<file path="config.mk">
export PLATFORM = sky130hd
export DESIGN_NAME = spi_mem_arbiter
export DESIGN_NICKNAME = d
export VERILOG_FILES = /design/src/rtl/spi_mem_arbiter.sv
export SDC_FILE = /design/constraint.sdc
export NUM_CORES = 1
export LEC_CHECK = 0
export ABC_AREA = 1
export CELL_PAD_IN_SITES_DETAIL_PLACEMENT = 1
export CELL_PAD_IN_SITES_GLOBAL_PLACEMENT = 2
export CORE_MARGIN = 2
export CORE_UTILIZATION = 26
export CTS_CLUSTER_SIZE = 25
export DETAILED_ROUTE_END_ITERATION = 8
export GPL_TIMING_DRIVEN = 0
export PLACE_DENSITY_LB_ADDON = 0.1
export SLEW_MARGIN = 10
export SYNTH_ARGS = -nofsm -noshare
export SYNTH_HDL_FRONTEND = slang
export SYNTH_SLANG_ARGS = --single-unit
export TNS_END_PERCENT = 10
</file>
<file path="constraint.sdc">
create_clock -name clk -period 6.2 [get_ports clk]
set_clock_uncertainty 0.1 [all_clocks]
set_input_delay 0.62 -clock clk [delete_from_list [all_inputs] [get_ports clk]]
set_output_delay 0.62 -clock clk [all_outputs]
set_load 0.01 [all_outputs]
</file>
<file path="src/rtl/spi_mem_arbiter.sv">
// Two-port arbiter sharing one SPI memory controller between two request/ready masters,
// one transaction at a time, with a watchdog that aborts transactions the controller never completes.
module spi_mem_arbiter #(
    parameter bit          FIXED_PRIORITY = 1'b0,
    parameter int unsigned TIMEOUT_CYCLES = 1024
) (
    input  logic        clk,
    input  logic        reset,
    input  logic        p0_req,
    input  logic        p0_we,
    input  logic [15:0] p0_addr,
    input  logic [15:0] p0_wdata,
    output logic [15:0] p0_rdata,
    output logic        p0_ready,
    input  logic        p1_req,
    input  logic        p1_we,
    input  logic [15:0] p1_addr,
    input  logic [15:0] p1_wdata,
    output logic [15:0] p1_rdata,
    output logic        p1_ready,
    output logic        m_req,
    output logic        m_we,
    output logic [15:0] m_addr,
    output logic [15:0] m_wdata,
    input  logic [15:0] m_rdata,
    input  logic        m_ready,
    output logic        owner,
    output logic        busy,
    output logic        timeout_err
);
    localparam int unsigned ADDR_W = 16;
    localparam int unsigned DATA_W = 16;
    localparam int unsigned CNT_W  = (TIMEOUT_CYCLES > 0) ? $clog2(TIMEOUT_CYCLES + 1) : 1;
    localparam logic [CNT_W-1:0]  CNT_LAST   = CNT_W'((TIMEOUT_CYCLES > 0) ? TIMEOUT_CYCLES - 1 : 0);
    localparam logic [CNT_W-1:0]  CNT_MAX    = {CNT_W{1'b1}};
    localparam logic [DATA_W-1:0] ABORT_DATA = {DATA_W{1'b1}};

    typedef enum logic [1:0] {
        IDLE = 2'd0,
        BUSY = 2'd1,
        DONE = 2'd2
    } state_t;

    state_t             state_q, state_d;
    logic               last_grant_q, last_grant_d;
    logic [CNT_W-1:0]   cnt_q, cnt_d;
    logic               win_c;

    logic               m_req_d, m_we_d, owner_d, busy_d, timeout_err_d;
    logic [ADDR_W-1:0]  m_addr_d;
    logic [DATA_W-1:0]  m_wdata_d, p0_rdata_d, p1_rdata_d;
    logic               p0_ready_d, p1_ready_d;

    // Winner selection: a lone requester wins; a tie goes by mode.
    always_comb begin
        win_c = 1'b0;
        if (p0_req && p1_req) begin
            win_c = FIXED_PRIORITY ? 1'b0 : ~last_grant_q;
        end else begin
            win_c = ~p0_req;
        end
    end

    // Next-state and next-output logic.
    always_comb begin
        state_d       = state_q;
        last_grant_d  = last_grant_q;
        cnt_d         = cnt_q;
        m_req_d       = m_req;
        m_we_d        = m_we;
        m_addr_d      = m_addr;
        m_wdata_d     = m_wdata;
        owner_d       = owner;
        busy_d        = busy;
        p0_rdata_d    = p0_rdata;
        p1_rdata_d    = p1_rdata;
        p0_ready_d    = 1'b0;
        p1_ready_d    = 1'b0;
        timeout_err_d = 1'b0;

        case (state_q)
            IDLE: begin
                if (p0_req || p1_req) begin
                    m_we_d       = win_c ? p1_we    : p0_we;
                    m_addr_d     = win_c ? p1_addr  : p0_addr;
                    m_wdata_d    = win_c ? p1_wdata : p0_wdata;
                    owner_d      = win_c;
                    last_grant_d = win_c;
                    m_req_d      = 1'b1;
                    busy_d       = 1'b1;
                    cnt_d        = '0;
                    state_d      = BUSY;
                end
            end
            BUSY: begin
                if (m_ready) begin
                    if (!m_we) begin
                        if (owner) p1_rdata_d = m_rdata;
                        else       p0_rdata_d = m_rdata;
                    end
                    p0_ready_d = ~owner;
                    p1_ready_d = owner;
                    m_req_d    = 1'b0;
                    state_d    = DONE;
                end else if ((TIMEOUT_CYCLES != 0) && (cnt_q == CNT_LAST)) begin
                    if (owner) p1_rdata_d = ABORT_DATA;
                    else       p0_rdata_d = ABORT_DATA;
                    p0_ready_d    = ~owner;
                    p1_ready_d    = owner;
                    timeout_err_d = 1'b1;
                    m_req_d       = 1'b0;
                    state_d       = DONE;
                end else if (cnt_q != CNT_MAX) begin
                    cnt_d = cnt_q + CNT_W'(1);
                end
            end
            DONE: begin
                busy_d  = 1'b0;
                state_d = IDLE;
            end
            default: begin
                state_d = IDLE;
                m_req_d = 1'b0;
                busy_d  = 1'b0;
            end
        endcase
    end

    // State and registered outputs; reset clears everything at once, even mid-transaction.
    always_ff @(posedge clk or posedge reset) begin
        if (reset) begin
            state_q      <= IDLE;
            last_grant_q <= 1'b1;
            cnt_q        <= '0;
            m_req        <= 1'b0;
            m_we         <= 1'b0;
            m_addr       <= '0;
            m_wdata      <= '0;
            owner        <= 1'b0;
            busy         <= 1'b0;
            p0_rdata     <= '0;
            p1_rdata     <= '0;
            p0_ready     <= 1'b0;
            p1_ready     <= 1'b0;
            timeout_err  <= 1'b0;
        end else begin
            state_q      <= state_d;
            last_grant_q <= last_grant_d;
            cnt_q        <= cnt_d;
            m_req        <= m_req_d;
            m_we         <= m_we_d;
            m_addr       <= m_addr_d;
            m_wdata      <= m_wdata_d;
            owner        <= owner_d;
            busy         <= busy_d;
            p0_rdata     <= p0_rdata_d;
            p1_rdata     <= p1_rdata_d;
            p0_ready     <= p0_ready_d;
            p1_ready     <= p1_ready_d;
            timeout_err  <= timeout_err_d;
        end
    end

endmodule

</file>
==> flow_summary.toml, run 1 <==
[status]
status = "finished, final reports clean"

[timing]
tns_ns = 0
final_hold_viol_count = 0
setup_viol = 0
final.period_utilization = 0.358
holdWs_ns = 0.381
grt_setup_unrepaired = "no"
tightest_slew_ns = 0.611
fmax_mhz = 451
slew_violations = 0
relSlewSlack = 0.592
min_period_ns = 2.22

[synthesis]
syn-instance-count = 452
synth_xor_area_frac = 0.00220
yosys.area_share.simple = 0.237
synth_top_area_frac = 0.529
avgSynthCellArea_um2 = 8.79
syn-cell-area_um2 = 3970
yosys_warnings = 0
yosys.area.top_type = "dfrtp_1"
ys_ff_latch = 85
synth_fa_ha_area_frac = 0.00315
synthDistinctLibCells = 29
synthesis.nets = 540
synthMuxAreaShare = 0
yosysSeqAreaShare = 0.536
synth_compound_area_frac = 0.167
synthTopCellsByArea = "dfrtp_1 53%, nand2_1 9.9%, o21ai_2 7.1%, nor2_1 6.7%, o21ai_0 5.4%"
synth_top_family_by_area = "simple AND/OR/NAND/NOR gates"

[critical_path]
r2r_end = "m_wdata[3]$_DFFE_PP0P_"
worstPathArrival_ns = 2.34
start_kind = "primary input"
reg2reg_from = "last_grant_q$_DFFE_PP1P_"
end_kind = "register"
cp_slowest_cell = "clkdlybuf4s50_1"
cpLargestDelayFamily = "buffers and inverters"
cpPeakStageDelay_ns = 0.58
startpoint = "m_ready"
rr_worst_depth = 6
crit_chain = "clkdlybuf4s50_1 -> clkinv_1 -> clkbuf_1 -> nor2_1 -> o21ai_2"
critPathMaxFanout = 10
worst-r2r-setup-slack_ns = 4.30
critPathBufInv = 3
worstPathRequired_ns = 6.32
criticalPathCategory = "in2reg"

[final_layout]
multi_input_area_um2 = 1630
ff_latch_area_um2 = 2130
antenna_cells = 0
fill_cells = 1785
finalNetCount = 709
drive_above_1_share = 0.139
area_delta_synth_final_pct = 53.4

[power_and_ir_drop]
clkPwrFrac = 0.193
seqPwrFrac = 0.344
irDropWorstVdd_mv = 0.145
swShare = 0.361
leakagePower_uw = 0.00263
combPwrFrac = 0.464
p_per_area_nw_per_um2 = 452
finalPower_uw = 2760
power_switching_uw = 996
intPower_uw = 1760

[cts]
htreeDepth = 3
cts_inserted_buffers = 9
root_buffer = "clkbuf_16"
cts_tree = "yes"
clock-sinks = 85
clk_pin_slew_ns = 0.06
postCtsSetupRepairBufs = 0
cts_resized = 0
insertion_delay_ns = 0.34
cts.path.max_buffers = 2
cts.hold.buffers_added = 0

[grt]
grt_first_pass_wirelength_um = 20500
grt_max_degree = 46
track_usage = 0.162
antenna_found_initial = 0
grt_pass1_vias = 3969
grt-ovfl-total = 0

[worst_hold_path]
hold_depth = 2
worst_hold_startpoint = "p0_rdata[8]$_DFFE_PP0P_"
min_to = "p0_rdata[8]$_DFFE_PP0P_"
hp-class = "reg2reg"

[placement]
dp_hpwl_um = 9440
gp_congestion = 0.747
port_buffers = 157

[drt]
vias = 3626
antenna_left = 0
vias_per_cell = 4.46
routed_wl_um = 12600
drtIter0Drc = 94
drt_first_pass_iters = 4
drc = 0
wire_per_inst_um = 15.5

[die]
ioPinCount = 158
die_area_um2 = 16300
rows = 45
die_h_um = 128
start_util = 0.263
core_um2 = 15100
die_w_um = 128

[job]
drv_cap = 0
## worst min-delay path, cell delays in order, from the launching register on
cell and delay, ns:
dfrtp_1 0.34, nand2_1 0.06, o21ai_2 0.04
## state kept, by name (all words and copies together), names as in the netlist, 2 cells and up
signal,count
m_wdata,16
cnt_q,11
p0_rdata,16
state_q,2
m_addr,16
p1_rdata,16
## cells in the final DEF (no fill, tap or decap), drive strengths merged
cell           count
a21oi              5
buf               13
bufinv             1
clkbuf            21
clkdlybuf4s50    157
clkinv             3
clkinvlp           2
dfrtp             84
dfstp              1
ha                 1
inv               18
nand2            121
nand3             15
nand4              3
nor2              73
nor3               3
nor4               1
o21a               1
o21ai            101
xnor2              1
## per-layer routing
| metal | up-vias | GRT usage | part of all wire |
|---|---|---|---|
| met1 | 1707 | 0.202 | 0.43 |
| li1 | 1806 | - | - |
| met3 | 13 | 0.0578 | 0.084 |
| met2 | 100 | 0.263 | 0.47 |
| met5 | - | 0 | 0 |
| met4 | 0 | 0.0524 | 0.013 |
## Yosys cell counts, drive strengths merged
cell    instances
nand2         121
o21ai         101
dfrtp          84
nor2           73
inv            18
nand3          15
buf            12
clkbuf         10
a21oi           5
nand4           3
nor3            3
clkinv          2
dfstp           1
ha              1
nor4            1
o21a            1
xnor2           1
## through the flow
| step | cell area [µm²] | setup WS [ns] | std cells | util |
|---|---|---|---|---|
| floorplan | 3970 | 3.29 | 452 | - |
| global route | 6090 | 3.76 | 813 | 0.404 |
| detailed placement | 5810 | 3.62 | 798 | 0.385 |
| global placement | 5780 | 1.63 | 797 | 0.383 |
| CTS | 6090 | 3.98 | 813 | 0.404 |
| finish | 6090 | 3.98 | 813 | 0.404 |
## worst max-delay path by stage
| stage | end | slack [ns] | cells after the start |
|---|---|---|---|
| 2_1_floorplan | busy$_DFFE_PP0P_ | 3.29 | 1 |
| 3_3_place_gp | cnt_q[7]$_DFFE_PP0P_ | 1.63 | 2 |
| 3_5_place_dp | p1_rdata[10]$_DFFE_PP0P_ | 3.62 | 5 |
| 4_1_cts | p1_rdata[10]$_DFFE_PP0P_ | 3.98 | 5 |
| 5_1_grt | p1_rdata[4]$_DFFE_PP0P_ | 3.76 | 5 |
| 6_report | p1_rdata[7]$_DFFE_PP0P_ | 3.98 | 5 |
## power by group through the flow
stage               Sequential (µW)  Clock [µW]  Combinational [µW]
floorplan                      1040           0                 513
finish                          948         531                1280
global route                    987         572                1420
CTS                             953         551                1310
global placement                951           0                1280
detailed placement              959           0                1310
## cell type report
cell class	instances	area share
Sequential cell	85	0.349
Buffer	22	0.0234
Multi-Input combinational cell	325	0.267
Clock buffer	11	0.0382
Timing Repair Buffer	158	0.262
Inverter	20	0.0127
Tap cell	188	0.0386
Clock inverter	4	0.00822
## kinds of logic after synthesis
group                      Yosys count
AOI/OAI and AO/OA                  107
xor gates and xnor gates             1
adders and majority gates            1
buffers and inverters               42
DFF                                 85
and+or+nand+nor                    216
No activity file was read; power rests on OpenSTA's default activity.
==> inputs of run 2 (changes only) <==
--- a/config.mk
+++ b/config.mk
@@ -9,7 +9,7 @@
 export CELL_PAD_IN_SITES_DETAIL_PLACEMENT = 1
 export CELL_PAD_IN_SITES_GLOBAL_PLACEMENT = 2
 export CORE_MARGIN = 2
-export CORE_UTILIZATION = 26
+export CORE_UTILIZATION = 24
 export CTS_CLUSTER_SIZE = 25
 export DETAILED_ROUTE_END_ITERATION = 8
 export GPL_TIMING_DRIVEN = 0
==> constraint.sdc (replaced) <==
create_clock -name clk -period 2.1 [get_ports clk]
set_clock_uncertainty 0.1 [all_clocks]
set_input_delay 0.21 -clock clk [delete_from_list [all_inputs] [get_ports clk]]
set_output_delay 0.21 -clock clk [all_outputs]
set_load 0.01 [all_outputs]
==> run 2 against run 1 <==
Die area rose by 8.1%. Register-to-register slack got worse by 4.0 ns. Global-route usage fell by 1.1 points. Sequential share of layout area fell by 0.54 points. Critical endpoint is now p0_rdata[8]$_DFFE_PP0P_. Total power rose to 3.0 times the previous value. Final area rose by 1.6%. Clock power rose to 3.3 times the previous value. Highest routed layer unchanged. Via count rose by 1.8%. Sequential power rose to 3.0 times the previous value. Worst setup slack got worse by 3.7 ns. Cell count rose by 4.2%.
==> flow_summary.toml, run 2 (synthesis gave the netlist of run 1 again) <==
[die]
die_area_um2 = 17600
die_w_um = 133
start_util = 0.242
die_h_um = 133
ioPinCount = 158
rows = 47
core_um2 = 16400

[cts]
clk_pin_slew_ns = 0.07
htreeDepth = 3
cts.hold.buffers_added = 0
cts_inserted_buffers = 9
cts.path.max_buffers = 2
root_buffer = "clkbuf_16"
insertion_delay_ns = 0.34
cts_tree = "yes"
clock-sinks = 85

[grt]
grt_first_pass_wirelength_um = 21000
track_usage = 0.151
grt_pass1_vias = 3901
grt_max_degree = 36
grt-ovfl-total = 0
antenna_found_initial = 0

[placement]
port_buffers = 157
gp_congestion = 0.719
place_area_um2 = 5860
placed_cells = 831
dp_hpwl_um = 9770

[timing]
relSlewSlack = 0.633
holdWs_ns = 0.143
final_hold_viol_count = 0
tightest_slew_ns = 0.550
setup_viol = 0
slew_violations = 0
min_period_ns = 1.82
final.period_utilization = 0.868
fmax_mhz = 549
grt_setup_unrepaired = "no"

[final_layout]
drive_above_1_share = 0.148
layout_commonest_cell = "clkdlybuf4s50_1"
area_delta_synth_final_pct = 55.7
finalNetCount = 710
multi_input_area_um2 = 1630
fill_cells = 1885
ff_latch_area_um2 = 2130
layout.core_utilization = 0.377
antenna_cells = 0
final_area_um2 = 6190
fin_cells = 847
layout_common_cells = "157 x clkdlybuf4s50_1, 105 x nand2_1, 84 x dfrtp_1"

[critical_path]
worstPathArrival_ns = 1.95
path_depth = 5
criticalPathCategory = "in2reg"
worst-r2r-setup-slack_ns = 0.29
start_kind = "primary input"
crit_chain = "clkdlybuf4s50_1 -> clkinv_1 -> clkbuf_1 -> nor2_1 -> o21ai_2"
cp_slowest_cell = "clkdlybuf4s50_1"
end_kind = "register"
r2r_end = "cnt_q[8]$_DFFE_PP0P_"
cp-endpoint = "p0_rdata[8]$_DFFE_PP0P_"
cpLargestDelayFamily = "buffers and inverters"
worstPathRequired_ns = 2.23
critPathBufInv = 3
startpoint = "m_ready"
rr_worst_depth = 9
reg2reg_from = "cnt_q[0]$_DFFE_PP0P_"
cpPeakStageDelay_ns = 0.58
critPathMaxFanout = 10

[drt]
drt_first_pass_iters = 4
wire_per_inst_um = 15.3
routed_wl_um = 13000
drc = 0
vias = 3690
vias_per_cell = 4.36
drtIter0Drc = 60
antenna_left = 0

[power_and_ir_drop]
leakagePower_uw = 0.00266
p_per_area_nw_per_um2 = 1350
irDropWorstVdd_mv = 0.432

[status]
status = "finished, final reports clean"

[job]
drv_cap = 0

[worst_hold_path]
hp-class = "in2async"
-- run 2: power breakdown --
part           total, µW  switching [µW]  internal, µW
combinational       3780            1860          1920
sequential          2800             440          2360
clock               1760             715          1050
total               8350            3020          5330
-- run 2: how the worst min path moves through the flow --
stage / start / end / slack, ns / cells after the start
detailed placement: p1_rdata[8]$_DFFE_PP0P_ / p1_rdata[8]$_DFFE_PP0P_ / 0.37 / 2
global route: reset / m_addr[9]$_DFFE_PP0P_ / 0.17 / 2
global placement: m_addr[13]$_DFFE_PP0P_ / m_addr[13]$_DFFE_PP0P_ / 0.37 / 2
finish: reset / p1_rdata[13]$_DFFE_PP0P_ / 0.14 / 2
floorplan: m_ready / timeout_err$_DFF_PP0_ / 0.18 / 1
CTS: reset / p1_rdata[13]$_DFFE_PP0P_ / 0.15 / 2
-- run 2: layer usage --
metal,wire (µm),track usage,up-vias
li1,-,-,1813
met1,5520,0.180,1768
met2,6170,0.250,96
met3,1090,0.0586,13
met4,180,0.0508,0
met5,0,0,-
-- run 2: area by class of cell --
| cell class | instances | area share |
|---|---|---|
| Clock inverter | 7 | 0.0158 |
| Tap cell | 220 | 0.0445 |
| Buffer | 22 | 0.0233 |
| Clock buffer | 9 | 0.0364 |
| Multi-Input combinational cell | 325 | 0.263 |
| Sequential cell | 85 | 0.344 |
| Inverter | 20 | 0.0127 |
| Timing Repair Buffer | 159 | 0.260 |
-- run 2: through the flow --
step | setup slack, ns | total power [µW] | setup TNS [ns]
CTS | 0.0370 | 8530 | 0
floorplan | 0.525 | 4600 | 0
global route | 0.0933 | 8940 | 0
global placement | -0.346 | 6620 | -30.28
detailed placement | -0.149 | 6700 | -3.39
finish | 0.277 | 8350 | 0
-- run 2: worst register-to-register path, stage by stage, from the launching register on --
cell and delay, ns:
dfrtp_1 0.43, ha_1 0.25, nand2_2 0.12, nor2_4 0.06, nand3_1 0.08, nand2_1 0.07, inv_1 0.21, nand2_2 0.21
nand2_1 0.12, nand2_1 0.06
-- run 2: timing repair --
action,CTS,global route
endpoints found under the setup margin,0,17
resized for setup,0,3
hold endpoints to repair,0,0
buffers inserted,0,0
==> inputs of run 3 (changes only) <==
--- a/config.mk
+++ b/config.mk
@@ -13,6 +13,7 @@
 export CTS_CLUSTER_SIZE = 25
 export DETAILED_ROUTE_END_ITERATION = 8
 export GPL_TIMING_DRIVEN = 0
+export MAX_ROUTING_LAYER = met4
 export PLACE_DENSITY_LB_ADDON = 0.1
 export SLEW_MARGIN = 10
 export SYNTH_ARGS = -nofsm -noshare
==> run 3 against run 2 <==
Global-route usage increased by 0.44 points. Cell count unchanged. Maximum frequency increased by 0.59%. Final area unchanged. Sequential power about the same. Die area unchanged. Core utilization stayed put. Flip-flop and latch count is the same. Non-clock buffer count stayed put. Critical path depth is the same. Sequential share of layout area unchanged. Critical path type unchanged. First-iteration DRC count rose by 32%. Highest routed layer unchanged.
==> flow_summary.toml, run 3 (synthesis gave the netlist of run 1 again) <==
[status]
status = "finished, final reports clean"

[timing]
final_hold_viol_count = 0
setup_viol = 0
slew_violations = 0
relSlewSlack = 0.639
tightest_slew_ns = 0.542
fmax_mhz = 552
grt_setup_unrepaired = "no"
min_period_ns = 1.81
final.period_utilization = 0.863

[grt]
grt_first_pass_wirelength_um = 20900
grt_max_degree = 36
antenna_found_initial = 0
grt-ovfl-total = 0
track_usage = 0.156
grt_pass1_vias = 3921

[die]
die_area_um2 = 17600
die_w_um = 133
rows = 47
die_h_um = 133
ioPinCount = 158
start_util = 0.242
core_um2 = 16400

[final_layout]
area_delta_synth_final_pct = 55.7
drive_above_1_share = 0.148
fill_cells = 1885
layout_commonest_cell = "clkdlybuf4s50_1"
final_area_um2 = 6190
antenna_cells = 0
layout_common_cells = "157 x clkdlybuf4s50_1, 105 x nand2_1, 84 x dfrtp_1"
finalNetCount = 710

[placement]
port_buffers = 157
gp_congestion = 0.727
dp_hpwl_um = 9770
place_area_um2 = 5860

[drt]
routed_wl_um = 12900
antenna_left = 0
drc = 0
drtIter0Drc = 79
wire_per_inst_um = 15.2
vias_per_cell = 4.35
drt_first_pass_iters = 4
vias = 3683

[critical_path]
worst-r2r-setup-slack_ns = 0.29
critPathMaxFanout = 10
end_kind = "register"
criticalPathCategory = "in2reg"
worstPathArrival_ns = 1.94
worstPathRequired_ns = 2.22
start_kind = "primary input"

[cts]
clk_pin_slew_ns = 0.07
insertion_delay_ns = 0.34
cts_tree = "yes"
cts_inserted_buffers = 9
htreeDepth = 3
root_buffer = "clkbuf_16"
postCtsSetupRepairBufs = 0
cts.path.max_buffers = 2
clock-sinks = 85

[job]
drv_cap = 0

[power_and_ir_drop]
p_per_area_nw_per_um2 = 1350
irDropWorstVdd_mv = 0.431
finalPower_uw = 8340
leakagePower_uw = 0.00266

[worst_hold_path]
hp-class = "in2async"
run 3: stage by stage:
step | setup slack [ns] | cells | utilization | hold slack, ns | setup TNS (ns)
finish | 0.288 | 847 | 0.377 | 0.146 | 0
global placement | -0.346 | 829 | 0.355 | 0.366 | -30.28
CTS | 0.0370 | 847 | 0.377 | 0.149 | 0
detailed placement | -0.149 | 831 | 0.357 | 0.368 | -3.39
global route | 0.0933 | 847 | 0.377 | 0.173 | 0
floorplan | 0.525 | 452 | - | 0.183 | 0
run 3: report_power, final:
group / switching [µW] / leakage (µW) / internal, µW
Sequential: 440 / 0.00105 / 2360
Combinational: 1860 / 0.00145 / 1920
Clock: 709 / 0.000152 / 1050
run 3: repair_timing:
| item | 4_1_cts | 5_1_grt |
|---|---|---|
| setup endpoints to repair | 0 | 17 |
| hold buffers | 0 | 0 |
| resized for setup | 0 | 3 |
run 3: critical path: stages:
cell and delay (ns):
clkdlybuf4s50_1 0.58, clkinv_1 0.37, clkbuf_1 0.37, nor2_1 0.31, o21ai_2 0.09
run 3: final cells by class:
| type | instances | area, µm² | share of cell area |
|---|---|---|---|
| clock inverter | 7 | 97.6 | 0.0158 |
| multi-input combinational | 325 | 1630 | 0.263 |
| buffer | 22 | 144 | 0.0233 |
| tap | 220 | 275 | 0.0445 |
| timing repair buffer | 159 | 1610 | 0.260 |
| clock buffer | 9 | 225 | 0.0364 |
| inverter | 20 | 78.8 | 0.0127 |
| sequential | 85 | 2130 | 0.344 |
run 3: worst paths after layout:
| path | from | to | cells after the start |
|---|---|---|---|
| setup reg to reg | cnt_q[0]$_DFFE_PP0P_ | cnt_q[8]$_DFFE_PP0P_ | 9 |
| max in group asynchronous | reset | last_grant_q$_DFFE_PP1P_ | 3 |
| hold reg to reg | p1_rdata[8]$_DFFE_PP0P_ | p1_rdata[8]$_DFFE_PP0P_ | 2 |
| min in group clk | p0_addr[5] | m_addr[5]$_DFFE_PP0P_ | 3 |
| hold / removal | reset | p1_rdata[13]$_DFFE_PP0P_ | 2 |
| setup / recovery | m_ready | p0_rdata[8]$_DFFE_PP0P_ | 5 |
run 3: metal layers:
layer	up-vias	share of wire	track usage
li1	1808	-	-
met1	1767	0.44	0.185
met2	96	0.48	0.250
met3	12	0.072	0.0494
met4	0	0.014	0.0508
met5	-	0	-
